==> src/rtl/fifo_drain_serializer.sv <==
// Pops FIFO words and shifts each out MSB-first on a valid/ready bit stream, counting drained words.
// Optional macro FIFO_DRAIN_PARITY_EN appends one even-parity beat to every frame.
module fifo_drain_serializer #(
  parameter int DATA_WIDTH = 32,
  parameter int CNT_WIDTH  = 16
) (
  input  logic                  Clk,
  input  logic                  Rst,
  input  logic                  EN,
  input  logic                  fifo_empty,
  input  logic [DATA_WIDTH-1:0] fifo_data,
  output logic                  fifo_rd,
  output logic                  ser_data,
  output logic                  ser_valid,
  output logic                  ser_last,
  input  logic                  ser_ready,
  output logic                  busy,
  output logic [CNT_WIDTH-1:0]  word_count
);

  localparam int IW = (DATA_WIDTH > 1) ? $clog2(DATA_WIDTH) : 1;

  typedef enum logic [1:0] {IDLE = 2'd0, POP = 2'd1, WAIT = 2'd2, SHIFT = 2'd3} state_t;

  state_t                r_state;
  state_t                w_next;
  logic [DATA_WIDTH-1:0] r_shreg;
  logic [IW-1:0]         r_idx;
  logic [CNT_WIDTH-1:0]  r_cnt;
  logic                  w_xfer;
  logic                  w_last;
  logic                  w_end;
`ifdef FIFO_DRAIN_PARITY_EN
  logic                  r_par;
  logic                  r_par_beat;

  assign w_last = r_par_beat;
`else
  assign w_last = (r_idx == '0);
`endif

  // EN gates every transfer, so a stalled or disabled block never consumes a bit.
  assign w_xfer = EN && (r_state == SHIFT) && ser_ready;
  assign w_end  = w_xfer && w_last;

  always_ff @(posedge Clk) begin
    if (Rst) begin
      r_state <= IDLE;
    end else begin
      r_state <= w_next;
    end
  end

  // Holding in POP while EN=0 defers the RD strobe instead of dropping it.
  always_comb begin
    w_next = r_state;
    if (EN) begin
      case (r_state)
        IDLE:    if (!fifo_empty) w_next = POP;
        POP:     w_next = WAIT;
        WAIT:    w_next = SHIFT;
        SHIFT:   if (w_end) w_next = fifo_empty ? IDLE : POP;
        default: w_next = IDLE;
      endcase
    end
  end

  always_ff @(posedge Clk) begin
    if (Rst) begin
      r_shreg    <= '0;
      r_idx      <= '0;
      r_cnt      <= '0;
`ifdef FIFO_DRAIN_PARITY_EN
      r_par      <= 1'b0;
      r_par_beat <= 1'b0;
`endif
    end else if (EN) begin
      if (r_state == WAIT) begin
        r_shreg    <= fifo_data;
        r_idx      <= IW'(DATA_WIDTH - 1);
`ifdef FIFO_DRAIN_PARITY_EN
        r_par      <= ^fifo_data;
        r_par_beat <= 1'b0;
`endif
      end
      if (w_xfer) begin
        r_shreg <= {r_shreg[DATA_WIDTH-2:0], 1'b0};
        if (r_idx != '0) r_idx <= r_idx - IW'(1);
`ifdef FIFO_DRAIN_PARITY_EN
        if (r_idx == '0 && !r_par_beat) r_par_beat <= 1'b1;
`endif
      end
      if (w_end) begin
        r_cnt <= r_cnt + CNT_WIDTH'(1);
`ifdef FIFO_DRAIN_PARITY_EN
        r_par_beat <= 1'b0;
`endif
      end
    end
  end

  always_comb begin
    fifo_rd    = EN && (r_state == POP);
    ser_valid  = EN && (r_state == SHIFT);
    ser_last   = (r_state == SHIFT) && w_last;
    busy       = (r_state != IDLE);
    word_count = r_cnt;
`ifdef FIFO_DRAIN_PARITY_EN
    ser_data   = r_par_beat ? r_par : r_shreg[DATA_WIDTH-1];
`else
    ser_data   = r_shreg[DATA_WIDTH-1];
`endif
  end

endmodule

==> config.mk <==
export PLATFORM = sky130hd
export DESIGN_NAME = fifo_drain_serializer
export DESIGN_NICKNAME = d
export VERILOG_FILES = /design/src/rtl/fifo_drain_serializer.sv
export SDC_FILE = /design/constraint.sdc
export NUM_CORES = 1
export LEC_CHECK = 0
export ABC_AREA = 1
export CAP_MARGIN = 20
export CORE_ASPECT_RATIO = 0.5
export CORE_UTILIZATION = 50
export CTS_CLUSTER_SIZE = 40
export DETAILED_ROUTE_END_ITERATION = 12
export PLACE_DENSITY = 0.82
export SYNTH_ARGS = -nofsm -noshare
export SYNTH_HDL_FRONTEND = slang
export SYNTH_SLANG_ARGS = --single-unit
==> constraint.sdc <==
create_clock -name Clk -period 2 [get_ports Clk]
set_input_delay 0.4 -clock Clk [delete_from_list [all_inputs] [get_ports Clk]]
set_output_delay 0.4 -clock Clk [all_outputs]
set_load 0.02 [all_outputs]
==> results.toml <==
[placed_design]
placed_cell_area_um2 = 3270
place_congestion = 0.800
portBuffers = 57
pre_cts_ws_ps = -100
hpwl_um = 4030

[global_route]
grt_usage = 0.218
grt_antenna_before_repair = 0
grt_overflow = 0
grt_pass1_vias = 2366
grt_start_max_net_pins = 63
grt_pass1_wl_um = 9710

[layout]
fillers = 451
design_area_um2 = 3360
multiInputGateArea_um2 = 1300
final_nets = 473
diodes = 0
regArea_um2 = 1100
drive_gt1_frac = 0.0581
syn_to_final_growth_pct = 29.6

[floorplanning]
io-pin-count = 58
dieArea_um2 = 5490
die_y_um = 52.9
fp.coreArea_um2 = 4950
die_w_um = 104
rows = 18
start_util = 0.523

[sta]
slew_viol_final = 0
rsz0062_at_grt = "no"
finalSetupViolations = 0
timing.final.crit_share = 0.939
hold_viol = 0
timing.final.crit_period_ps = 1880
max_slew_margin = 0.679
layout_setup_ws_ps = 122
worst_pin_slew_ps = 482
finClkSkew_ps = 5.49
max_freq_mhz = 532
fin_setup_tns_ps = 0

[clocking]
postCtsSetupRepairBufs = 0
cts_tree = "yes"
cts_hold_buffers = 0
path_clk_slew_ps = 100
h-tree-depth = 2
clkSinkCount = 55
ctsResizeCount = 6
cts_buffers = 5
clk_latency_ps = 300
clk_path_buf_depth = 2
ctsRootBufferMaster = "clkbuf_8"

[drt]
drc = 0
finalWirelength_um = 5730
dr.pass1.iters = 4
avgViaCountPerCell = 5.15
wl_per_cell_um = 11.5
num_vias = 2574
drt_iter0_drc = 134
ant_nets = 0

[synth]
syn_inst = 371
synth_area_um2 = 2590
ys_ff_latch = 55
synth_warnings = 0
synth_nets = 415
seq_area_frac_synth = 0.425
synth.distinct_cells = 24
synth.avg_cell_area_um2 = 6.98

[worst_setup_path]
worstSetupStartpointType = "register"
end_kind = "output pin"
crit_start = "r_state[1]$_SDFFE_PP0P_"
critPathMaxFanout = 5
path_delay_family = "flip-flops"
setup.worst_path.end = "ser_last"
cp.arrival_ps = 1480
r2r_end = "word_count[9]$_SDFFE_PP0P_"
worst-path-stages = 4
r2r_start = "r_state[1]$_SDFFE_PP0P_"
path_cells = "ha_2 -> inv_1 -> nor2_1 -> dlygate4sd2_1"
regToRegSetupSlack_ps = 290
worstPathRequired_ps = 1600
crit_buf_inv = 2
cp_slowest_stage_delay_ps = 420
reg2reg_depth = 8
slowest_stage = "dfxtp_1"
criticalPathCategory = "register to output pin"

[hold_path]
hold_depth = 2
hp-class = "register to register"

[power]
p_leak_nw = 1.27
p_per_area_nw_per_um2 = 577
ir_worst_vdd_mv = 0.355

[flow_run]
maxCapViolCount = 0

[run_status]
outcome = "complete, no violations"
[synthesized netlist by cell type]
cell      instances  share of area
o21ai_0          41          0.079
a21oi_1          11          0.021
inv_1            29          0.042
nand3b_1          1         0.0029
o21a_1            2         0.0058
nor3_1            5         0.0097
o21bai_1          1         0.0029
nand4_1           4         0.0097
a31oi_1          32          0.077
clkbuf_1         13          0.019
buf_2             3         0.0058
nand3_1          13          0.025
dfxtp_1          55           0.42
buf_6             1         0.0043
nor4_1            1         0.0024
nor2_1           36          0.052
buf_1             1         0.0014
nand2_2           1         0.0024
nor2_4            2         0.0087
nand2_1         107           0.15
xor2_1            3          0.010
a21boi_0          1         0.0029
inv_2             1         0.0014
ha_1              7          0.034
[cell usage in the layout, fill, tap and decap left out]
| cell type | count |
|---|---|
| a21boi_0 | 1 |
| a21oi_1 | 11 |
| a31oi_1 | 32 |
| buf_12 | 1 |
| buf_4 | 11 |
| clkbuf_1 | 1 |
| clkbuf_8 | 5 |
| clkdlybuf4s50_1 | 53 |
| clkinv_2 | 1 |
| clkinvlp_4 | 1 |
| dfxtp_1 | 54 |
| dfxtp_2 | 1 |
| dlygate4sd2_1 | 4 |
| ha_1 | 6 |
| ha_2 | 1 |
| inv_1 | 29 |
| inv_2 | 1 |
| nand2_1 | 107 |
| nand2_2 | 1 |
| nand3_1 | 13 |
| nand3b_1 | 1 |
| nand4_1 | 4 |
| nor2_1 | 36 |
| nor2_4 | 2 |
| nor3_1 | 5 |
| nor4_1 | 1 |
| o21a_1 | 2 |
| o21ai_0 | 41 |
| o21bai_1 | 1 |
| xor2_1 | 3 |
[sequential cells by signal, summed over array words and instances, names as in the netlist]
name,cells
r_idx,5
r_shreg,32
r_state,2
word_count,16
[cell type report]
| cell class | instances | area share |
|---|---|---|
| clock inverters | 2 | 0.00373 |
| well taps | 70 | 0.0261 |
| clock buffers | 6 | 0.0216 |
| multi-input cells | 268 | 0.388 |
| flip-flops and latches | 55 | 0.328 |
| inverters | 30 | 0.0335 |
| repair buffers | 69 | 0.199 |
[metrics by stage]
step	hold slack, ps	power, W	util	cells
final	484	0.00194	0.678	500
after global routing	510	0.00203	0.678	500
after CTS	487	0.00196	0.678	500
after detailed placement	467	0.00136	0.661	492
after global placement	466	0.00136	0.661	492
after floorplan	456	0.00125	-	371
[layer usage]
metal | routed length (µm) | GRT usage
met1 | 2690 | 0.260
met4 | 35 | 0.0619
met3 | 243 | 0.0443
met5 | 0 | 0
met2 | 2760 | 0.410
[worst register-to-register path: cells and delay by family (launching register included)]
family	cells	cell delay, ps
AOI/OAI and AO/OA	1	180
adders and majority gates	1	250
buffers and inverters	1	60
DFF	1	420
and+or+nand+nor	5	700
[where the power goes]
group          internal (W)  switching (W)  leakage [nW]  total (W)
logic              0.000116      0.0000943         0.786   0.000210
registers           0.00111      0.0000131         0.444    0.00113
clock network      0.000246       0.000354        0.0412   0.000600
total               0.00148       0.000461          1.27    0.00194
[cells by family after synthesis]
logic type / synth area share
simple gates: 0.268
compound gates: 0.189
xor+xnor: 0.0101
fa+ha+maj: 0.0338
buf+inv: 0.0739
flops: 0.425
[how the worst min path moves through the flow]
stage	startpoint	to	slack, ps
after global routing	r_shreg[24]$_SDFFE_PP0P_	r_shreg[24]$_SDFFE_PP0P_	510
after CTS	r_shreg[18]$_SDFFE_PP0P_	r_shreg[18]$_SDFFE_PP0P_	490
after floorplan	r_shreg[1]$_SDFFE_PP0P_	r_shreg[1]$_SDFFE_PP0P_	460
after global placement	r_shreg[25]$_SDFFE_PP0P_	r_shreg[25]$_SDFFE_PP0P_	470
final	r_shreg[24]$_SDFFE_PP0P_	r_shreg[24]$_SDFFE_PP0P_	480
after detailed placement	r_shreg[18]$_SDFFE_PP0P_	r_shreg[18]$_SDFFE_PP0P_	470
Note: power is estimated with default switching activity, not from simulation.
